File: src/rtl/uart_start_detect_pkg.sv
// Shared definitions for the UART receive front end: FSM states, oversample
// defaults and the start-bit vote helper.
package uart_start_detect_pkg;

   localparam int OSR_DEFAULT = 16;
   localparam int MID_OFFSET  = OSR_DEFAULT / 2;

   typedef enum logic [2:0] {
      IDLE,
      VERIFY,
      ARM,
      WAIT,
      STOP
   } rx_state_t;

   // Two or more low samples confirm the start bit.
   function automatic logic vote_low(input logic a, input logic b, input logic c);
      return (!a && !b) || (!a && !c) || (!b && !c);
   endfunction

endpackage

File: src/rtl/uart_start_detect_bit_sync.sv
// STAGES-deep flop chain bringing an asynchronous level into the clk domain;
// every stage resets to RESET_VAL (idle-high for a UART line).
module bit_sync #(
   parameter int   STAGES    = 2,
   parameter logic RESET_VAL = 1'b1
) (
   input  logic clk,
   input  logic rst,
   input  logic d,
   output logic q
);

   logic [STAGES-1:0] chain;

   always_ff @(posedge clk) begin
      if (rst)
         chain <= {STAGES{RESET_VAL}};
      else
         // NOTE: non-blocking so each stage takes its predecessor's pre-edge value.
         chain <= {chain[STAGES-2:0], d};
   end

   assign q = chain[STAGES-1];

endmodule

File: src/rtl/uart_start_detect.sv
// UART RX front end: synchronises the pin, finds a start-bit falling edge,
// confirms it by a 3-sample mid-bit vote and then waits out the frame.
module uart_start_detect
   import uart_start_detect_pkg::*;
#(
   parameter int OSR         = OSR_DEFAULT,
   parameter int SYNC_STAGES = 2,
   parameter int CNT_W       = $clog2(OSR) + 1
) (
   input  logic i_clk,
   input  logic i_rst,
   input  logic i_en,
   input  logic i_rx,
   input  logic i_busy,
   output logic o_rx_sync,
   output logic o_start,
   output logic o_false_start,
   output logic o_break,
   output logic o_active
);

   // Default mid-bit offset scaled to this OSR (exact for any even OSR).
   localparam int MID = MID_OFFSET * OSR / OSR_DEFAULT;

   localparam logic [CNT_W-1:0] CNT_ONE  = CNT_W'(1);
   localparam logic [CNT_W-1:0] SAMPLE_A = CNT_W'(MID - 1);
   localparam logic [CNT_W-1:0] SAMPLE_B = CNT_W'(MID);
   localparam logic [CNT_W-1:0] SAMPLE_C = CNT_W'(MID + 1);
   localparam logic [CNT_W-1:0] BRK_LAST = CNT_W'(OSR - 1);
   localparam logic [CNT_W-1:0] BRK_FULL = CNT_W'(OSR);

   rx_state_t        state;
   logic [CNT_W-1:0] count;
   logic             prev;
   logic             samp_a;
   logic             samp_b;
   logic             rx_sync;

   bit_sync #(
      .STAGES    (SYNC_STAGES),
      .RESET_VAL (1'b1)
   ) u_sync (
      .clk (i_clk),
      .rst (i_rst),
      .d   (i_rx),
      .q   (rx_sync)
   );

   assign o_rx_sync = rx_sync;

   always_ff @(posedge i_clk) begin
      if (i_rst) begin
         state         <= IDLE;
         count         <= '0;
         prev          <= 1'b1;
         samp_a        <= 1'b1;
         samp_b        <= 1'b1;
         o_start       <= 1'b0;
         o_false_start <= 1'b0;
         o_break       <= 1'b0;
         o_active      <= 1'b0;
      end else begin
         // NOTE: pulses default low every clock so each is exactly one cycle wide.
         o_start       <= 1'b0;
         o_false_start <= 1'b0;
         o_break       <= 1'b0;

         if (i_en) begin
            prev <= rx_sync;
            case (state)
               IDLE: begin
                  if (prev && !rx_sync) begin
                     state    <= VERIFY;
                     count    <= CNT_ONE;
                     o_active <= 1'b1;
                  end
               end

               VERIFY: begin
                  count <= count + CNT_ONE;
                  if (count == SAMPLE_A) samp_a <= rx_sync;
                  if (count == SAMPLE_B) samp_b <= rx_sync;
                  if (count == SAMPLE_C) begin
                     if (vote_low(samp_a, samp_b, rx_sync)) begin
                        o_start <= 1'b1;
                        state   <= ARM;
                     end else begin
                        o_false_start <= 1'b1;
                        state         <= IDLE;
                        o_active      <= 1'b0;
                     end
                  end
               end

               // Give the data stage one tick to claim the frame.
               ARM: begin
                  count <= '0;
                  state <= i_busy ? WAIT : STOP;
               end

               WAIT: begin
                  if (!i_busy) begin
                     state <= STOP;
                     count <= '0;
                  end
               end

               STOP: begin
                  if (rx_sync) begin
                     state    <= IDLE;
                     prev     <= 1'b1;
                     o_active <= 1'b0;
                  end else if (count != BRK_FULL) begin
                     count <= count + CNT_ONE;
                     if (count == BRK_LAST) o_break <= 1'b1;
                  end
               end

               default: begin
                  state    <= IDLE;
                  o_active <= 1'b0;
               end
            endcase
         end
      end
   end

endmodule
File: config.mk
export PLATFORM = sky130hd
export DESIGN_NAME = uart_start_detect
export DESIGN_NICKNAME = d
export VERILOG_FILES = /design/src/rtl/uart_start_detect_pkg.sv /design/src/rtl/uart_start_detect_bit_sync.sv /design/src/rtl/uart_start_detect.sv
export SDC_FILE = /design/constraint.sdc
export NUM_CORES = 1
export LEC_CHECK = 0
export CAP_MARGIN = 40
export CORE_MARGIN = 2
export CORE_UTILIZATION = 47
export DETAILED_ROUTE_END_ITERATION = 12
export PLACE_DENSITY = 0.68
export SETUP_SLACK_MARGIN = 0.2
export SYNTH_ARGS = -nofsm -noshare
export SYNTH_HDL_FRONTEND = slang
export SYNTH_SLANG_ARGS = --single-unit
File: constraint.sdc
create_clock -name i_clk -period 2.01 [get_ports i_clk]
set_clock_uncertainty 0.15 [all_clocks]
set_input_delay 0.402 -clock i_clk [delete_from_list [all_inputs] [get_ports i_clk]]
set_output_delay 0.402 -clock i_clk [all_outputs]
set_load 0.1 [all_outputs]
==> run summary, run 1 <==
Walking the worst path, the cells encountered are or3b_4, nor4b_2, nor2b_1, a211o_1. The max-slew headroom at the worst pin is 0.627. Grouping stages by cell kind, the critical path spends the most delay in simple AND/OR/NAND/NOR gates. The leading register cell type out of synthesis was sky130_fd_sc_hd__dfxtp_1. Launch point of the critical path: state[2].

The die height is 49.2 µm, and the post-layout net count is 133. The share of flip-flops with an asynchronous set or reset after synthesis came out at 0. The number of cells on the worst reg-to-reg path came out at 4. The region available for standard cell placement spans 1940 µm². The via count normalized by instance count is 5.86. The first TritonRoute pass finished after 4 iterations. Number of instances in the synthesized netlist: 108. The combined buffer and inverter count along the critical path came out at 0. In the layout the commonest cells are sky130_fd_sc_hd__dfxtp_1 (14), sky130_fd_sc_hd__a21oi_1 (9), sky130_fd_sc_hd__buf_4 (8). The number of nets in the synthesized netlist is 117, and the clock edge transition at the registers on the reported setup and hold paths is 0.09 ns. Yosys mapped a number of flops with a built-in enable equal to 0. The run gives 0.355 as the sequential area share after synthesis.

In this run the worst path has a maximum fanout of 7. The share of synthesized cell area in and, or, nand and nor gates was 0.300. Max-cap violations in this run came to 0.

The adder-cell share of the synthesized area is 0.0626, and the final max-slew violation count is 0. After detailed routing, the average wire length per cell comes to 14.4 µm. The worst-case register-to-register setup slack is 0.30 ns, and the total negative slack is 0 ns. The compound-gate portion of the synthesized area works out to 0.202. The slowest cell on the critical path is sky130_fd_sc_hd__or3b_4. The run gives 0 as the initial antenna violation count.

Setup violations remaining at the end of the flow were counted as 0. The power density relative to cell area works out to 671 nW/µm². For the pin with the worst max-slew slack, the measured transition is 0.553 ns. The setup path with the least slack is of type reg2reg. The Yosys step of the flow raised 0 warnings. Summing over every cut layer, the via total after detailed routing is 879. The shortest period the worst path allows works out to 1.71 ns.

TritonCTS built the clock tree. Total track usage: 0.206. The logs give 1 for the number of H-tree branching levels and 0 for the count of unresolved DRC violations after routing. The average instance in the mapped netlist occupies 8.89 µm². The maximum buffer depth of the clock tree came out at 2. The synthesized design contains 17 register bits. Pin placement for this block handled 10 I/O pins.

In this run the critical register-to-register path is captured at samp_b. Clock tree synthesis selected as its root buffer the cell sky130_fd_sc_hd__clkbuf_4. The run gives 869 as the via count of the first global-routing pass. Entering global routing, the biggest net connects 16 pins. The multiplexer fraction of the synthesized cell area came out at 0.0209.

The tools report the insertion delay of the later-clocked pin in the worst-skew pair as 0.28 ns. After synthesis, the largest family of logic cells by area is simple AND/OR/NAND/NOR gates. The mapped netlist covers 960 µm². The timing endpoint of the critical path is samp_b.

The effective utilization at floorplan came out at 0.494. The worst setup path is launched from a flip-flop. The run finished with clean final reports. From left edge to right edge, the die measures 49.2 µm. The portion of the clock cycle consumed by the worst path in the final layout was 0.853. Commonest non-fill, non-tap cell in the layout: sky130_fd_sc_hd__dfxtp_1. The logs give 0 for the hold violation count in the final report and 3 for the total clock buffers created by CTS. The required time reported for the critical path endpoint is 2.04 ns. The total overflow reported by the global router is 0.

In this run the worst hold path is classified as reg2reg. The worst setup path is captured at a flip-flop. At the end of routability-driven placement, the weighted congestion stood at 0.846. The post-synthesis share of cell area spent on xor and xnor gates is 0.00913, and the largest incremental delay on the critical path is 0.43 ns. The run gives 0.583 GHz as the highest attainable clock frequency. After floorplanning, the core was divided into 16 placement rows. The number of cells on the critical path came out at 4.

Summing all placed instances gives a cell area of 1150 µm². The fraction of layout cells with a size suffix above 1 was 0.203; the diode insertion count for antenna repair was 0. Counting every sink on the clock net gives 17. Setup repair after global routing left no endpoint under its margin. The first global-routing pass estimated 3.89 mm of wire. For the worst setup path, the data arrival time is 1.75 ns. Final design area excluding fillers: 1180 µm². Fill cells in the final layout number 190. Detailed placement ended at an HPWL of 1.65 mm. The worst register-to-register path begins at state[2]. The first-iteration detailed-routing DRC count was 21; the number of buffer cells added on primary ports was 9.

The count of nets left with antenna violations once routing finished came out at 0. Summed over all cells, the static leakage comes to 0.000432 µW. The worst-case IR drop observed on VDD is 0.578 mV.

Wires add up to 2.15 mm. The die covers 2420 µm². The area overhead of the layout relative to synthesis is 23.3%. The synthesized netlist contains 40 unique library cells.
==> routing by layer <==
metal	share of wire	up-vias	global-route usage
met1	0.44	423	0.267
li1	-	431	-
met4	0.016	0	0.0571
met2	0.50	21	0.340
met3	0.046	4	0.0491
met5	0	-	0
==> stage by stage <==
step	total power, µW	util	worst slack [ns]	hold WS, ns	std cells
floorplan	538	-	0.276	0.239	108
global placement	616	0.595	0.111	0.244	146
detailed placement	622	0.595	0.0669	0.255	146
CTS	799	0.608	0.265	0.281	150
global route	841	0.610	0.220	0.312	150
finish	794	0.610	0.295	0.275	150
==> area by class of cell <==
class,count,area [µm²],share of cell area
Sequential cell,17,347,0.293
Clock buffer,4,26.3,0.0222
Timing Repair Buffer,16,180,0.152
Inverter,7,26.3,0.0222
Multi-Input combinational cell,79,571,0.482
Tap cell,27,33.8,0.0285
==> synth_stat cells, types with 3 or more instances <==
cell                       instances  area (µm²)
sky130_fd_sc_hd__nor3b_1           4        30.0
sky130_fd_sc_hd__o31ai_1           3        22.5
sky130_fd_sc_hd__buf_2             3        15.0
sky130_fd_sc_hd__nor2_1            6        22.5
sky130_fd_sc_hd__nand2_1           3        11.3
sky130_fd_sc_hd__inv_1             6        22.5
sky130_fd_sc_hd__a211o_1           3        26.3
sky130_fd_sc_hd__nor2b_1           6        37.5
sky130_fd_sc_hd__a21oi_1           9        45.0
sky130_fd_sc_hd__nand3b_1          3        22.5
sky130_fd_sc_hd__nand4_1           3        18.8
sky130_fd_sc_hd__o21ai_0           3        15.0
sky130_fd_sc_hd__dfxtp_1          17         340
sky130_fd_sc_hd__nand3_1           4        20.0
sky130_fd_sc_hd__ha_1              4        50.1
==> cell families after synthesis <==
kind of cell | count (synthesis)
buffers and inverters | 12
adder cells (fa/ha/maj) | 5
XOR/XNOR | 1
flip-flops | 17
AO/OA/AOI/OAI | 28
AND/OR/NAND/NOR | 43
multiplexers | 2
==> sequential cells by signal (all words and copies together) (netlist names) <==
register / flops
count: 5
o_active: 1
o_break: 1
o_false_start: 1
o_start: 1
prev: 1
samp_a: 1
samp_b: 1
state: 3
u_sync.chain: 2
==> how the worst min path moves through the flow <==
| stage | from | cells past startpoint | slack, ns | endpoint |
|---|---|---|---|---|
| 2_1_floorplan | u_sync.chain[0] | 1 | 0.24 | u_sync.chain[1] |
| 3_3_place_gp | u_sync.chain[0] | 1 | 0.24 | u_sync.chain[1] |
| 3_5_place_dp | u_sync.chain[0] | 1 | 0.25 | u_sync.chain[1] |
| 4_1_cts | u_sync.chain[0] | 1 | 0.28 | u_sync.chain[1] |
| 5_1_grt | u_sync.chain[0] | 1 | 0.31 | u_sync.chain[1] |
| 6_report | u_sync.chain[0] | 1 | 0.27 | u_sync.chain[1] |
==> report_power, final <==
group	internal (µW)	switching (µW)
sequential	355	21.6
combinational	98.9	139
clock	77.1	102
total	531	263
==> what timing repair did <==
action,4_1_cts,5_1_grt
hold buffers,0,0
setup endpoints to repair,0,4
setup buffers,0,0
gates resized for setup,0,2
Note: power is estimated with default switching activity, not from simulation.
==> run 2, diff against run 1 <==
CTS_CLUSTER_DIAMETER = 100   (was unset)
PLACE_DENSITY = unset   (was 0.68)
PLACE_DENSITY_LB_ADDON = 0.12   (was unset)
==> run summary, run 2 (same netlist as run 1, synthesis figures left out) <==
The flow ran to the end, and the final reports show no timing, DRC or antenna violations. The total track usage came out at 0.185. For the effective utilization at floorplan, the log shows 0.494. Dividing total power by cell area gives a power density of 674 nW/µm². The register with the most flip-flops was count. After detailed routing, the number of remaining DRC violations is 0. For the portion of total power attributed to the clock network, the log shows 0.233. The floorplan step defined a die boundary enclosing 2420 µm².

In this run, placement finished with an instance count of 146. The floorplan step set the die height to 49.2 µm. In the final timing run, aggregate negative setup slack is 0 ns. The CTS sink count came out at 17. At the later pin of the worst-skew pair, clock insertion delay measures 0.29 ns. The floorplan step defined a core boundary enclosing 1940 µm². Fraction of power consumed by sequential logic: 0.469. Switching share of total power: 0.341. The total clock buffers created by CTS was 3; the power dissipated by switching net loads was 273 µW.

The register with the most flip-flops in the layout has 5 of them. For the total I/O pin count, the log shows 10. The transition time of the tightest slew-check pin was 0.532 ns; the post-detailed-placement half-perimeter wirelength was 1.47 mm.

Maximum buffer depth of the clock tree: 2. The buffer cell driving the clock tree root was sky130_fd_sc_hd__clkbuf_4. In this run the register-to-register setup slack is 0.31 ns. The shortest period the worst path allows works out to 1.70 ns.

STA classifies the critical path endpoint as a flip-flop. Leaving out fill and tap cells, the most frequent cell in the layout is sky130_fd_sc_hd__dfxtp_1. The post-route non-filler standard cell count was 150. The run gives 0 as the residual antenna-violating net count after detailed routing. The tools report the iteration count of the initial detailed-routing pass as 4. Setup violations remaining at the end of the flow were counted as 0.

Routability-driven placement finished with a final weighted congestion of 0.851. The number of H-tree branching levels was 1. Category of the worst setup path launch point: a flip-flop.

For the overall routed net length, the log shows 2.00 mm. The hold violation count in the final report is 0. The number of fill cells in the layout came out at 174.

Setup repair after global routing left no endpoint under its margin. For the worst setup path, the data required time is 2.04 ns. The fraction of layout cells with a size suffix above 1 was 0.203; the post-layout net count was 133. The logs give 0.587 GHz for the highest attainable clock frequency and 0 for the number of max-capacitance violations reported. The max-slew headroom at the worst pin was 0.642; the total overflow reported by the global router was 0.

Highest net fanout along the worst path: 12. TritonCTS built the clock tree. Portion of the clock cycle consumed by the worst path in the final layout: 0.848. The logs give 0 for the diode insertion count for antenna repair and 16 for the number of standard-cell rows in the floorplan.

Hold repair after CTS inserted 0 buffers. In the final layout, the registers with the most flip-flops are count: 5 flops, state: 3 flops, u_sync.chain: 2 flops. Leaving out fill and tap cells, the most frequent cells in the layout are sky130_fd_sc_hd__dfxtp_1 (16), sky130_fd_sc_hd__a21oi_1 (8), sky130_fd_sc_hd__buf_4 (8). Entering global routing, the biggest net connects 15 pins.

Dividing the detail-routed wire length by the instance count gives 13.3 µm. The combinational share of power was 0.299. The detailed router finished its first iteration with 29 violations.

The detailed router placed 845 vias in this run. Data on the critical path arrives at its endpoint at 1.74 ns. The area overhead of the layout relative to synthesis was 23.6%. Final max-slew violation count: 0. Cell internal power was estimated by the tool at 527 µW.

The width of the die was 49.2 µm. The tools report the initial antenna violation count as 0. The number of cells on the worst reg-to-reg path works out to 6. The worst-case IR drop observed on VDD is 0.434 mV.

The number of cells on the worst hold path works out to 1. In this run the tool buffered the top-level ports with 9 buffer cells. In this run the worst hold path is classified as reg2reg. The category of the critical setup timing path was reg2reg. The wire length of the first global-routing pass came out at 3.52 mm.

Clock edge transition at the registers on the reported setup and hold paths: 0.10 ns. For this design the static power due to leakage is 0.000433 µW. The via count normalized by instance count works out to 5.63. The quantity of gates resized following cts came out at 0.

The post-CTS repair timing setup buffer count is 0, and the via count of the first global-routing pass is 777.
## run 2: layer usage
layer  vias to the layer above  part of all wire  global-route usage
li1                        429                 -                   -
met1                       398              0.49               0.250
met2                        16              0.47               0.295
met3                         2             0.035              0.0399
met4                         0            0.0065              0.0571
met5                         -                 0                   0
## run 2: power groups by stage
stage | sequential (µW) | combinational [µW] | clock, µW
after detailed placement | 383 | 238 | 0
after global routing | 378 | 258 | 209
final | 375 | 239 | 186
after floorplan | 422 | 116 | 0
after global placement | 383 | 233 | 0
after CTS | 375 | 239 | 189
## run 2: area by class of cell
class,instances,area (µm²),area share
multi-input cells,79,574,0.484
inverters,7,26.3,0.0222
clock buffers,3,22.5,0.0190
well taps,27,33.8,0.0285
flip-flops and latches,17,344,0.290
clock inverters,1,5.00,0.00422
repair buffers,16,180,0.152
## run 2: final timing paths
path | to | start
max | state[0] | state[0]
min | u_sync.chain[1] | u_sync.chain[0]
max reg2reg | state[0] | state[0]
min reg2reg | u_sync.chain[1] | u_sync.chain[0]
## run 2: worst max-delay path, cell delays in order, from the launching register on
cell and delay, ns:
sky130_fd_sc_hd__dfxtp_1 0.32, sky130_fd_sc_hd__buf_4 0.17, sky130_fd_sc_hd__a211o_1 0.27, sky130_fd_sc_hd__o21ai_1 0.28, sky130_fd_sc_hd__buf_4 0.18, sky130_fd_sc_hd__mux2i_1 0.18
sky130_fd_sc_hd__nor2_1 0.05
## run 2: stage by stage
step                total power [µW]  utilization  instance area [µm²]  hold WS, ns  setup WS (ns)
CTS                              803        0.609                 1180        0.276          0.304
global placement                 616        0.595                 1150        0.247          0.105
finish                           800        0.611                 1190        0.273          0.305
detailed placement               621        0.595                 1150        0.247         0.0227
global route                     845        0.611                 1190        0.311          0.204
floorplan                        538            -                  963        0.239          0.276
==> run 3, diff against run 2 <==
clock period = 1.6 ns   (was 2.01 ns; I/O delays follow)
==> run summary, run 3 (same netlist as run 1, synthesis figures left out) <==
The run finished, with violations left. The final reports fail on setup timing. For the number of H-tree branching levels, the log shows 1. Clock tree synthesis selected as its root buffer the cell sky130_fd_sc_hd__clkbuf_4. The first global-routing pass estimated 4.37 mm of wire. Setup repair after global routing could not meet its margin everywhere. The library cell used most frequently in the layout, excluding fill and tap cells, is sky130_fd_sc_hd__buf_4.

The width of the die was 49.2 µm; the worst slack after detailed placement was -0.229 ns. The effective utilization at floorplan was 0.494. The portion of the clock cycle consumed by the worst path in the final layout is 1.10, and the post-detailed-placement half-perimeter wirelength is 1.66 mm. For the core footprint, the log shows 1940 µm². Counting the fill cells in the layout gives 92. STA puts the critical path data required time at 1.66 ns. The clock drives 17 sinks. The highest attainable clock frequency came out at 0.568 GHz. TritonCTS built the clock tree. The die footprint was 2420 µm². For this design the ratio of total power to cell area is 735 nW/µm². The tools report the global routing met1 resource utilization as 0.269. Of all nets on the critical path, the largest fanout is 3. The slack of the critical path was -0.161 ns.

For the met3 usage, the log shows 0.0583. Tracing the worst setup path back leads to its startpoint at count[1]. The global routing usage on met2 was 0.432. In this run the remaining antenna-violating nets after routing total 0. Pin placement for this block handled 10 I/O pins. The transition time of the tightest slew-check pin is 0.443 ns. The tools report the origin of the critical flop-to-flop path as count[1]. The overall power is 1240 µW, and the total negative slack is -0.418 ns. Setup violations remaining at the end of the flow were counted as 7. The repair_antennas step left the layout with diodes totalling 0. Hold is met by 0.275 ns. VDD sags by at most 0.671 mV. Slowest cell on the critical path: sky130_fd_sc_hd__nor4b_4. The tools report the end-of-flow core utilization as 0.871. The register with the most flip-flops in the layout has 5 of them. The worst hold path begins at u_sync.chain[0]. In this design, the stage delay of the slowest critical-path cell is 0.40 ns. The critical path goes through inv_4, ha_4, nand3b_1, nor4b_4, nor2b_1, a211o_1. Counting flops per register, the top entry is count.

The tools report the final max-slew violation count as 0. Row generation in the floorplan step produced 16 rows. The critical path in this run is classified as reg2reg. In the layout the commonest cells are sky130_fd_sc_hd__buf_4 (22), sky130_fd_sc_hd__dfxtp_1 (10), sky130_fd_sc_hd__buf_12 (7).

The clock edge transition at the registers on the reported setup and hold paths is 0.11 ns, and the shortest period the worst path allows is 1.76 ns. Data on the critical path arrives at its endpoint at 1.82 ns. The clock passes through at most 2 buffers. The first detailed-routing pass ran for 4 iterations. The worst setup path is launched from a flip-flop. For this run the aggregate overflow at the end of global routing stands at 0. Hold violation count in the final report: 0. In this run the tool buffered the top-level ports with 9 buffer cells. For the first-iteration detailed-routing DRC count, the log shows 45. For the static power due to leakage, the log shows 0.000598 µW.

Final RePlAce weighted congestion: 0.857. STA classifies the critical path endpoint as a flip-flop. Summing over every cut layer, the via total after detailed routing is 1084. The initial antenna violation count was 0.

The total track usage is 0.245. The number of hold buffers added after CTS was 0. The largest registers in the layout are count: 5 flops, state: 3 flops, u_sync.chain: 2 flops. Using the TritonRoute via totals, the vias-per-cell ratio works out to 6.27.

Clock tree synthesis inserted a total of 3 buffers. The average detailed-routed wire length per instance was 20.4 µm; the pin count of the biggest net entering global routing was 15. The die height works out to 49.2 µm. The logs give 954 for the via count of the first global-routing pass and 0 for the number of max-capacitance violations reported. The fraction of layout cells with a size suffix above 1 was 0.541; the count of unresolved DRC violations after routing was 0. In the final design database the tool counted 156 nets. Clock latency on the worst-skew pair, taken at its later pin, is 0.31 ns. For this block, the routed nets add up to 3.53 mm of wire. The max-slew headroom at the worst pin was 0.701.

Type of the worst min-delay path: reg2reg. Relative to the synthesized area, the layout overhead comes to 76.3%. The global routing stage identified its most utilized layer as met2.
-- run 3: final timing paths --
path	endpoint	slack, ns	depth (start not counted)
worst max-delay path	samp_b	-0.16	6
worst max register to register	samp_b	-0.16	6
worst min register to register	u_sync.chain[1]	0.28	1
worst min-delay path	u_sync.chain[1]	0.28	1
-- run 3: power breakdown --
group / total [µW] / leakage (µW) / switching [µW] / internal, µW
Combinational: 506 / 0.000441 / 273 / 233
Sequential: 483 / 0.000142 / 34.5 / 448
Clock: 254 / 0.0000150 / 157 / 97.6
Total: 1240 / 0.000598 / 464 / 778
-- run 3: stage by stage --
stage          std cells  cell area, µm²
3_5_place_dp         153            1250
6_report             173            1690
2_1_floorplan        108            1000
4_1_cts              164            1480
3_3_place_gp         153            1250
5_1_grt              173            1690
-- run 3: what timing repair did --
action | CTS | global route
endpoints found under the setup margin | 13 | 16
pin swaps | 14 | 13
setup buffers | 7 | 9
gates resized for setup | 31 | 28
-- run 3: critical path, delay by kind of cell, from the launching register on --
kind / cells / cell delay [ns]
and+or+nand+nor: 3 / 0.67
DFF: 1 / 0.38
AOI/OAI and AO/OA: 1 / 0.23
adders and majority gates: 1 / 0.15
buffers and inverters: 1 / 0.08
-- run 3: per-layer routing --
metal	vias to the layer above	part of all wire
met5	-	0
met4	0	0.034
li1	484	-
met1	535	0.41
met3	11	0.060
met2	54	0.50
-- run 3: layout make-up --
type / count / area (µm²) / area share
Clock buffer: 4 / 26.3 / 0.0155
Inverter: 7 / 28.8 / 0.0170
Multi-Input combinational cell: 79 / 827 / 0.489
Sequential cell: 17 / 364 / 0.215
Tap cell: 27 / 33.8 / 0.0200
Timing Repair Buffer: 39 / 412 / 0.243
==> variant, RTL diff (flow settings as in run 1) <==
Encoding of `rx_state_t`: now one-hot (5 bits for 5 states).
--- a/src/rtl/uart_start_detect_pkg.sv
+++ b/src/rtl/uart_start_detect_pkg.sv
@@ -6,10 +6,10 @@
    localparam int MID_OFFSET  = OSR_DEFAULT / 2;
 
-   typedef enum logic [2:0] {
-      IDLE,
-      VERIFY,
-      ARM,
-      WAIT,
-      STOP
+   typedef enum logic [4:0] {
+      IDLE   = 5'b00001,
+      VERIFY = 5'b00010,
+      ARM    = 5'b00100,
+      WAIT   = 5'b01000,
+      STOP   = 5'b10000
    } rx_state_t;
 
Function: same outputs for any inputs over 10 cycles, from zero or initial values and one cycle with i_rst high; not proved beyond that.
==> variant against run 1 <==
- first-iteration DRC count is 33% higher
- die area rose by 12%
- total power up 18%
- critical endpoint is now state[0]$_SDFFE_PP1P_
- the flow now finishes with violations (negative setup slack)
- wire length is 48% higher
- via count grew 28%
- sequential cell count rose by 2
- sequential share of layout area decreased by 6.3 points
- synthesized area rose by 13%
- design area increased by 43%
- largest power group unchanged
- setup slack lost 0.45 ns
- critical path depth up 2
- global-route usage up 4.0 points
==> variant: results (changes against run 1) <==
Finish
  – Largest regs: count x5, state x5, u_sync.chain x2
  – Layout cells sized above 1: 0.5215 (+0.3182)
  – Final nets: 173 (+30%)

Yosys
  – Synth Area in XOR/XNOR: 0.01620 (+0.007077)
  – Sequential element share of the synthesized area: 0.3519 (-0.002777)
  – Adder-cell share of the synthesized area: 0.05556 (-0.007026)
  – Synth cell types: 41 (+2.5%)
  – Compound-gate portion of the synthesized area: 0.1701 (-0.03195)
  – Mux contribution to synthesized area: 0.01852 (-0.002342)
  – Synth cell count leaders: dfxtp_1, a21oi_1, nor2_1
  – Synth top area cells: dfxtp_1, a21oi_1, ha_1
  – Syn_nets: 130 (+11%)

Worst setup path
  – Worst-path fanout max: 8 (+1)
  – CP arrival: 2.22 ns (+0.47 ns)

Placement
  – Gpl congestion: 0.8222 (-2.8%)
  – Place WS: -0.5006 ns (-0.5674 ns)
  – Detailed placer's ending HPWL: 1921 um (+16%)
  – Area post-placement: 1355 um2 (+17%)

Clocking
  – Clock-pin slew on the worst setup and hold paths: 0.12 ns (+0.03 ns)
  – Clock latency on the worst-skew pair: 0.31 ns (+0.03 ns)
  – H-tree Lvls: 1 (unchanged)
  – Num CTS Buffers: 3 (unchanged)

Drt
  – DR vias: 1123 (+28%)
  – Final wirelength: 3180 um (+48%)
  – Starting DRT DRC Count: 28 (+33%)

Run status
  – Outcome: complete, but fails checks
  – Failing checks: negative setup slack

Timing
  – Setup TNS: -1.148 ns (-1.148 ns)
  – PnR worst setup slack: -0.1595 ns (-0.4547 ns)
  – Hold slack: 0.2725 ns (-0.002255 ns)
  – Slew HR: 0.6639 (+0.03644)
  – # setup viols final: 11 (+11)

Power and ir drop
  – Maximum VDD drop: 0.0003907 V (-32%)
  – Leak Pwr: 0.6306 nW (+46%)
  – Net Sw Frac: 0.3170 (-0.01410)

Global routing
  – Total Routing Usage GR: 0.2462 (+0.03998)
  – Largest net degree at the start of global routing: 12 (-4)
  – First-pass GRT wire length: 4933 um (+27%)
-- variant: cell types whose count changed after synthesis, sizes merged, moves of 3 or more --
| cell | change |
|---|---|
| or4 | +3 |
| or4b | +3 |
| nor2 | +3 |
| nand4 | -3 |
| nand2b | +3 |
| nor3b | -3 |
| inv | -4 |
-- variant: layout make-up --
cell class / instances / area [um2]
clock buffer: 3 / 22.52
clock inverter: 1 / 5.005
fill: 138 / 500.5
inverter: 3 / 11.26
multi-input combinational: 92 / 824.5
sequential: 19 / 387.9
tap: 28 / 35.03
timing repair buffer: 45 / 404.1
-- variant: cell families after synthesis --
group | count (synthesis)
simple gates | 56
flops | 19
buf+inv | 10
compound gates | 27
mux | 2
xor+xnor | 2
fa+ha+maj | 5
-- variant: worst paths after layout --
path / start / end / slack (ns) / depth (start not counted)
worst max-delay path: state[2]$_SDFFE_PP0P_ / state[0]$_SDFFE_PP1P_ / -0.16 / 6
worst min-delay path: u_sync.chain[0]$_SDFF_PP1_ / u_sync.chain[1]$_SDFF_PP1_ / 0.27 / 1
worst max register to register: state[2]$_SDFFE_PP0P_ / state[0]$_SDFFE_PP1P_ / -0.16 / 6
worst min register to register: u_sync.chain[0]$_SDFF_PP1_ / u_sync.chain[1]$_SDFF_PP1_ / 0.27 / 1
-- variant: routing by layer --
metal / vias up / track usage / part of all wire
met5: - / 0 / 0
met4: 0 / 0.1009 / 0.028
met3: 11 / 0.02874 / 0.036
met2: 30 / 0.4283 / 0.50
met1: 544 / 0.3052 / 0.43
li1: 538 / - / -
-- variant: through the flow --
step | instances | total power, mW
2_1_floorplan | 121 | 0.5320
3_5_place_dp | 175 | 0.6153
4_1_cts | 185 | 0.8583
3_3_place_gp | 175 | 0.6114
5_1_grt | 191 | 0.9800
6_report | 191 | 0.9373
-- variant: critical path, stage by stage (launching register included) --
cell and delay (ns):
dfxtp_2 0.33, or3_4 0.38, or3b_4 0.42, o211ai_1 0.27
buf_4 0.23, nor4b_2 0.06, a211o_1 0.22
-- variant: repair_timing --
action                                  in CTS  in global routing
cloned                                       0                  0
endpoints found under the setup margin      14                 14
pin swaps                                   12                 14
setup buffers                                6                  6
resized for setup                           30                 19
-- variant: power by group through the flow --
| stage | logic [mW] | clock network, mW | registers [mW] |
|---|---|---|---|
| floorplan | 0.0955 | 0 | 0.437 |
| global placement | 0.201 | 0 | 0.411 |
| detailed placement | 0.204 | 0 | 0.412 |
| CTS | 0.254 | 0.199 | 0.405 |
| global route | 0.352 | 0.222 | 0.406 |
| finish | 0.334 | 0.199 | 0.405 |
